[src/rtl/mode_register.sv]
// Multi-mode datapath register: load, clear, increment/decrement, shift and rotate,
// with carry and zero flags and a saturating counter of accepted loads.
module mode_register #(
  parameter int unsigned WIDTH       = 4,
  parameter int unsigned COUNT_WIDTH = 4
) (
  input  logic                   clk,
  input  logic                   clr,
  input  logic                   en,
  input  logic [2:0]             op,
  input  logic [WIDTH-1:0]       in,
  input  logic                   ser_in,
  output logic [WIDTH-1:0]       out,
  output logic                   carry,
  output logic                   zero,
  output logic [COUNT_WIDTH-1:0] count
);

  typedef enum logic [2:0] {
    OP_HOLD = 3'b000,
    OP_LOAD = 3'b001,
    OP_INC  = 3'b010,
    OP_DEC  = 3'b011,
    OP_SHL  = 3'b100,
    OP_SHR  = 3'b101,
    OP_ROL  = 3'b110,
    OP_CLRD = 3'b111
  } op_t;

  op_t          cur_op;
  logic [WIDTH:0] inc_val;
  logic [WIDTH:0] dec_val;

  // The extra top bit of the widened sum/difference is the carry/borrow.
  always_comb begin
    cur_op  = op_t'(op);
    inc_val = {1'b0, out} + (WIDTH+1)'(1);
    dec_val = {1'b0, out} - (WIDTH+1)'(1);
  end

  always_ff @(posedge clk) begin
    if (clr) begin
      out   <= '0;
      carry <= 1'b0;
      count <= '0;
    end else if (en) begin
      unique case (cur_op)
        OP_HOLD: ;
        OP_LOAD: begin
          out   <= in;
          carry <= 1'b0;
          if (count != '1)
            count <= count + COUNT_WIDTH'(1);
        end
        OP_INC: {carry, out} <= inc_val;
        OP_DEC: {carry, out} <= dec_val;
        OP_SHL: begin
          out   <= {out[WIDTH-2:0], ser_in};
          carry <= out[WIDTH-1];
        end
        OP_SHR: begin
          out   <= {ser_in, out[WIDTH-1:1]};
          carry <= out[0];
        end
        OP_ROL: begin
          out   <= {out[WIDTH-2:0], out[WIDTH-1]};
          carry <= out[WIDTH-1];
        end
        OP_CLRD: begin
          out   <= '0;
          carry <= 1'b0;
        end
        default: ;
      endcase
    end
  end

  assign zero = (out == '0);

endmodule

[config.mk]
export PLATFORM = sky130hd
export DESIGN_NAME = mode_register
export DESIGN_NICKNAME = d
export VERILOG_FILES = /design/src/rtl/mode_register.sv
export SDC_FILE = /design/constraint.sdc
export NUM_CORES = 1
export LEC_CHECK = 0
export CORE_ASPECT_RATIO = 1.1
export CORE_MARGIN = 3
export CORE_UTILIZATION = 44
export CTS_BUF_LIST = sky130_fd_sc_hd__clkbuf_4 sky130_fd_sc_hd__clkbuf_8
export CTS_CLUSTER_SIZE = 20
export DETAILED_ROUTE_END_ITERATION = 6
export PLACE_DENSITY_LB_ADDON = 0.2
export SLEW_MARGIN = 20
export SYNTH_ARGS = -nofsm -noshare
export SYNTH_HDL_FRONTEND = slang
export SYNTH_SLANG_ARGS = --single-unit
[constraint.sdc]
create_clock -name clk -period 1.44 [get_ports clk]
set_clock_uncertainty 0.2 [all_clocks]
set_input_delay 0.216 -clock clk [delete_from_list [all_inputs] [get_ports clk]]
set_output_delay 0.216 -clock clk [all_outputs]
set_load 0.1 [all_outputs]
# [Yosys cells after proc, flatten, opt, wreduce, memory -nomap -nowiden]
# Index checks and enable logic that the tools add are counted.
[totals] regBits=9 input_bits=11 out_inout_bits=10 elab_cells=24
[classes] add_sub_neg=3 n_eq_ne=8 n_mux=2 reduce_logical=8
[ops] cell="$pmux 4 s7" n=1
[ops] cell="$eq 3x3->1 const B" n=4
[ops] cell="$reduce_bool 7->1" n=1
[ops] cell="$eq 3x2->1 const B" n=2
[ops] cell="$add 4x1->5 const B" n=1
[ops] cell="$pmux 1 s5" n=1
[ops] cell="$reduce_bool 5->1" n=1
[ops] cell="$sub 4x1->5 const B" n=1
[ops] cell="$add 4x1->4 const B" n=1
[ops] cell="$logic_not 4->1" n=1
[ops] cell="$ne 4x4->1 const B" n=1
[ops] cell="$reduce_and 2->1" n=2
[ops] cell="$reduce_or 2->1" n=2
[ops] cell="$eq 3x1->1 const B" n=1
[ops] cell="$reduce_and 3->1" n=1

# [Logic depth before layout (Yosys ltp)]
# Gate-level depths: netlist of the first run.
[logic_depth] ltp_word=4 ltp_mapped=6 depth_no_buf=6

# [Least setup slack after synthesis of the first run]
# No wires, ideal clock.
[synth_path] path_type="reg-to-output" startpoint="register out[0]" endpoint="output port zero" arrival_time_ns=3.285 t_required_ns=1.024 path_slack_ns=-2.261 path_stages_with_launch=4 path_buffers=0 cell_sequence="dfxtp_1 > inv_1 > ha_1 > nor3b_1"
[synth_via] elab_chain_len=1
[synth_rtl] item="start: declaration" line="13" source="output logic [WIDTH-1:0] out,"
[synth_rtl] item="start signal: assignment" line="50" source="out <= in;"
[synth_rtl] item="start signal: assignment" line="55" source="OP_INC: {carry, out} <= inc_val;"
[synth_rtl] item="start signal: assignment" line="56" source="OP_DEC: {carry, out} <= dec_val;"
[synth_rtl] item="$logic_not 4->1" line="78" source="assign zero = (out == '0);"
[synth_rtl] item="end: declaration" line="15" source="output logic zero,"
# Every way passes these cells.

# [Worst setup path in the final report of the first run]
# Ends and elaborated chain as after synthesis.

==> flow_metrics.py, run 1 <==
metrics = {
    "status": {
        "outcome": "complete, but fails checks",
        "violations": "setup timing",
    },
    "global_routing": {
        "grt_pass1_vias": 904,
        "antenna_found_initial": 0,
        "grt_overflow": 0,
        "grtUsageTotal_pct": 26.7,
        "grt_pass1_wl_um": 4460,
        "grt_start_max_net_pins": 14,
    },
    "route": {
        "drt-pass1-iter-count": 4,
        "route.detailed.drc": 0,
        "drtIter0Drc": 35,
        "route.final.wire_length_um": 2720,
        "ant_nets": 0,
        "vias": 920,
        "routedWlPerCell_um": 19.0,
        "via_per_inst": 6.43,
    },
    "die": {
        "start_util_pct": 50.8,
        "die_h_um": 49.2,
        "dieWidth_um": 45.3,
        "die-area_um2": 2230,
        "io_pins": 21,
        "num_rows": 14,
        "core_um2": 1470,
    },
    "critical_path": {
        "start_kind": "flop",
        "crit_type": "reg2out",
        "crit_required_ns": 1.02,
        "critPathMaxFanout": 2,
        "endpoint_kind": "output pin",
        "cp_data_arrival_time_ns": 1.33,
    },
    "sta": {
        "fin_tns_setup_ns": -0.819,
        "setup_slack_ns": -0.303,
        "timing.fmax_mhz": 574,
        "rsz0062_at_grt": "yes",
        "drv_slew": 0,
        "period_needed_ns": 1.74,
        "setup_violations": 6,
        "report.final.hold_viol_count": 0,
        "max-slew-margin-rel_pct": 82.2,
        "finalCritPeriodShare_pct": 121,
        "tightest_slew_ns": 0.262,
    },
    "yosys": {
        "synth_warnings": 0,
        "synth.most_common_cell": "nand2_1",
        "synth_top_cells_by_area": "dfxtp_1, ha_1, mux2i_1, nand2_1, a21oi_1",
        "synth.cell_area_um2": 747,
        "syn_area_per_cell_um2": 8.30,
        "yosys-mux-area-fraction_pct": 5.36,
        "synth-xor-area-share_pct": 3.52,
        "yosys_most_used_dff": "dfxtp_1",
        "synth-seq-cells": 9,
        "yosysTopAreaCellShare_pct": 24.1,
        "syn_inst": 90,
        "yosys-top-cells-count": "nand2_1, dfxtp_1, a21oi_1, nor2_1",
        "synth_nets": 105,
        "yosysSeqAreaShare_pct": 24.1,
        "async_flop_share_pct": 0,
        "synth_top_cell_by_area": "dfxtp_1",
        "synth_simple_gate_area_share_pct": 28.1,
        "synth_edf_count": 0,
        "synth_compound_area_share_pct": 24.1,
        "synth_top_family_by_area": "simple AND/OR/NAND/NOR gates",
        "synth-adder-area-share_pct": 6.70,
        "synth.distinct_cells": 37,
    },
    "power_and_ir_drop": {
        "powerDensity_nw_per_um2": 714,
        "ir_drop_uv": 827,
        "total_power_mw": 0.969,
        "power_leakage_nw": 0.552,
    },
    "clocking": {
        "path_clk_slew_ns": 0.07,
        "clock_path_buffers": 2,
        "cts_tree": "done",
        "insertion_delay_ns": 0.27,
        "cts_sinks": 9,
        "cts_root_buffer": "clkbuf_4",
        "h-tree-depth": 1,
        "cts-buffers-inserted": 3,
        "hold_buffers": 0,
    },
    "place": {
        "numPortBuffers": 20,
        "gp_congestion": 0.800,
        "dp_hpwl_um": 1690,
        "place_inst": 134,
        "dp_worst_setup_slack_ns": -0.391,
        "place_area_um2": 1220,
    },
    "worst_hold_path": {
        "hold_path_class": "in2reg",
    },
    "cells_and_area": {
        "finalNonFillerCells": 143,
        "nets": 143,
        "drive_gt1_share_pct": 48.0,
        "area_growth_pct": 81.7,
        "n_antenna_cell": 0,
        "post-route-cell-area_um2": 1360,
    },
    "flow_run": {
        "maxCapViolCount": 0,
    },
}
[per-layer routing]
| layer | GRT usage (%) | vias up | wire length, um |
|---|---|---|---|
| met1 | 35.2 | 432 | 1050 |
| met4 | 7.32 | 0 | 66 |
| li1 | - | 407 | - |
| met2 | 43.2 | 71 | 1330 |
| met5 | 0 | - | 0 |
| met3 | 4.80 | 10 | 265 |
[layout by cell type (no fill, tap or decap), types with 4 or more instances in the layout]
cell type,Yosys,final
buf_12,0,11
dfxtp_4,0,7
buf_4,1,17
ha_4,0,4
nand2_1,10,9
nor2_1,7,7
clkbuf_4,0,4
clkdlybuf4s50_1,0,6
a21oi_1,7,7
nand3b_1,4,4
[stage by stage]
step	hold WS [ns]	utilization, %
2_1_floorplan	0.174	-
3_3_place_gp	0.329	83.2
3_5_place_dp	0.347	83.2
4_1_cts	0.360	89.4
5_1_grt	0.331	92.3
6_report	0.301	92.3
[final cells by class]
| class | instances | area [um^2] |
|---|---|---|
| clock buffers | 4 | 30.0 |
| fillers | 56 | 114 |
| inverters | 3 | 16.3 |
| multi-input cells | 71 | 614 |
| flip-flops and latches | 9 | 208 |
| well taps | 16 | 20.0 |
| repair buffers | 40 | 469 |
[where the power goes]
group | total (mW) | switching [mW] | internal (mW)
Clock | 0.228 | 0.102 | 0.126
Combinational | 0.470 | 0.262 | 0.209
Sequential | 0.271 | 0.0184 | 0.253
[timing repair]
| action | in CTS | in global routing |
|---|---|---|
| setup endpoints to repair | 10 | 9 |
| buffers inserted | 4 | 1 |
| pin swaps | 6 | 7 |
| resized for setup | 11 | 5 |
[logic make-up after synthesis]
family / count (synthesis)
AOI/OAI and AO/OA: 24
xor gates and xnor gates: 3
adders and majority gates: 4
buffers and inverters: 10
DFF: 9
muxes: 4
and+or+nand+nor: 36
[path summary, 6_finish.rpt]
path / startpoint / endpoint / slack, ns / cells after the start
setup / recovery: out[0]$_SDFFE_PP0P_ / zero / -0.30 / 5
hold / removal: en / out[3]$_SDFFE_PP0P_ / 0.30 / 5
setup reg to reg: out[0]$_SDFFE_PP0P_ / out[1]$_SDFFE_PP0P_ / -0.17 / 7
hold reg to reg: count[3]$_SDFFE_PP0P_ / count[3]$_SDFFE_PP0P_ / 0.37 / 2
[worst max-delay path, cell delays in order (launching register included)]
cell	delay [ns]
dfxtp_4	0.35
inv_4	0.05
buf_6	0.09
ha_4	0.12
nor3b_4	0.23
buf_12	0.21
[registers in the layout (all words and copies together) (netlist names)]
register / count
count: 4
out: 4
carry: 1
Power figures use the tool's default switching activity.
==> inputs of run 2 (changes only) <==
Settings changed: SKIP_CTS_REPAIR_TIMING from default to 1.
==> run 2 against run 1 <==
The flow still finishes with violations (setup timing). Clock-buffer cell count stayed put. Critical path depth stayed put. Non-clock buffer count is 3 lower. Critical endpoint unchanged. Final area is 2.0% lower. Register-to-register slack hardly changed. Maximum frequency is 1.8% higher. Routed wire length is 6.9% lower. Via count is 6.2% lower. Largest cell class unchanged. Core utilization is 1.9 points lower.
==> flow_metrics.py, run 2 (synthesized netlist as in run 1, its figures left out) <==
metrics = {
    "status": {
        "outcome": "complete, but fails checks",
        "violations": "setup timing",
    },
    "global_routing": {
        "grt_pass1_wl_um": 3880,
        "grtUsageTotal_pct": 23.1,
        "grt_start_max_net_pins": 18,
        "grt_overflow": 0,
        "antenna_found_initial": 0,
        "grt_pass1_vias": 865,
    },
    "sta": {
        "max-slew-margin-rel_pct": 84.4,
        "drv_slew": 0,
        "rsz0062_at_grt": "yes",
        "tightest_slew_ns": 0.227,
        "setup_slack_ns": -0.273,
        "finalCritPeriodShare_pct": 119,
        "hold_slack_ns": 0.303,
        "setup_violations": 5,
        "timing.fmax_mhz": 584,
        "report.final.hold_viol_count": 0,
        "period_needed_ns": 1.71,
        "fin_tns_setup_ns": -0.660,
    },
    "place": {
        "place_inst": 134,
        "dp_worst_setup_slack_ns": -0.391,
        "numPortBuffers": 20,
        "gp_congestion": 0.800,
        "dp_hpwl_um": 1690,
    },
    "clocking": {
        "cts-buffers-inserted": 3,
        "cts_sinks": 9,
        "cts_root_buffer": "clkbuf_4",
        "clock_path_buffers": 2,
        "cts_tree": "done",
        "path_clk_slew_ns": 0.07,
        "h-tree-depth": 1,
        "insertion_delay_ns": 0.27,
    },
    "die": {
        "core_um2": 1470,
        "die_h_um": 49.2,
        "die-area_um2": 2230,
        "num_rows": 14,
        "dieWidth_um": 45.3,
        "start_util_pct": 50.8,
        "io_pins": 21,
    },
    "worst_hold_path": {
        "min_to": "out[0]$_SDFFE_PP0P_",
        "hold_path_class": "in2reg",
        "min_from": "en",
        "whs_path_depth": 5,
    },
    "critical_path": {
        "critPathMaxFanout": 2,
        "cp_data_arrival_time_ns": 1.30,
        "rr_startpoint": "out[1]$_SDFFE_PP0P_",
        "crit_path_top_delay_cell": "dfxtp_4",
        "max_stage_delay_ns": 0.35,
        "crit_required_ns": 1.02,
        "crit_type": "reg2out",
        "start_kind": "flop",
        "critical_path_buf_inv_count": 3,
        "r2r-end": "carry$_SDFFE_PP0P_",
        "critPathTopFamily": "buffers and inverters",
        "crit_chain": "inv_4 -> buf_6 -> ha_4 -> nor3b_4 -> buf_12",
        "reg2reg_slack_ns": -0.17,
        "endpoint_kind": "output pin",
        "r2r_cells": 6,
    },
    "flow_run": {
        "maxCapViolCount": 0,
    },
    "cells_and_area": {
        "finalNonFillerCells": 140,
        "layout_commonest_cell": "buf_4",
        "largestRegisters": "count (4), out (4), carry (1)",
        "area_growth_pct": 78.1,
        "drive_gt1_share_pct": 43.5,
        "layout_common_cells": "buf_4, buf_12, nand2_1",
        "n_antenna_cell": 0,
        "nets": 140,
    },
    "route": {
        "route.detailed.drc": 0,
        "drt-pass1-iter-count": 4,
        "route.final.wire_length_um": 2530,
        "routedWlPerCell_um": 18.1,
        "vias": 863,
        "ant_nets": 0,
        "via_per_inst": 6.16,
        "drtIter0Drc": 28,
    },
    "power_and_ir_drop": {
        "power_leakage_nw": 0.563,
        "total_power_mw": 0.941,
        "ir_drop_uv": 824,
        "powerDensity_nw_per_um2": 707,
    },
}
## run 2: cell count changes in the layout (fill, tap and decap cells not counted)
cell / before / now
a41oi_1: 0 / 1
a41oi_2: 1 / 0
buf_4: 17 / 13
clkbuf_16: 0 / 1
dlygate4sd2_1: 3 / 0
dlymetal6s2s_1: 1 / 4
ha_1: 0 / 1
ha_4: 4 / 3
o221ai_1: 0 / 1
o221ai_2: 1 / 0
xnor2_1: 0 / 1
xnor2_2: 1 / 0
## run 2: through the flow
stage / utilization, % / instance area (um^2)
2_1_floorplan: - / 828
6_report: 90.4 / 1330
3_3_place_gp: 83.2 / 1220
4_1_cts: 85.3 / 1250
5_1_grt: 90.4 / 1330
3_5_place_dp: 83.2 / 1220
## run 2: how the worst max path moves through the flow
stage	start	to	slack [ns]	depth (start not counted)
finish	out[0]$_SDFFE_PP0P_	zero	-0.27	5
detailed placement	op[0]	out[3]$_SDFFE_PP0P_	-0.39	6
global placement	op[2]	carry$_SDFFE_PP0P_	-0.34	6
CTS	out[0]$_SDFFE_PP0P_	zero	-0.30	5
global route	out[1]$_SDFFE_PP0P_	zero	-0.33	5
floorplan	out[0]$_SDFFE_PP0P_	zero	-0.48	3
## run 2: power by group
part | total [mW] | internal [mW] | switching [mW]
sequential | 0.270 | 0.253 | 0.0175
clock | 0.227 | 0.126 | 0.101
combinational | 0.444 | 0.196 | 0.248
total | 0.941 | 0.574 | 0.367
## run 2: per-layer routing
layer	track usage, %	up-vias	part of all wire, %
met5	0	-	0
met4	9.27	0	1.6
met3	4.80	9	8.3
met2	39.2	48	51
met1	27.0	406	39
li1	-	400	-
## run 2: area by class of cell
cell class	instances	area [um^2]
Fill cell	66	141
Timing Repair Buffer	37	475
Clock buffer	4	30.0
Sequential cell	9	208
Inverter	3	16.3
Tap cell	16	20.0
Multi-Input combinational cell	71	581
## run 2: worst register-to-register path: cells and delay by family, from the launching register on
family          cells  cell delay, ns
compound gates      2            0.21
simple gates        2            0.51
flops               1            0.36
fa+ha+maj           1            0.21
buf+inv             1            0.06
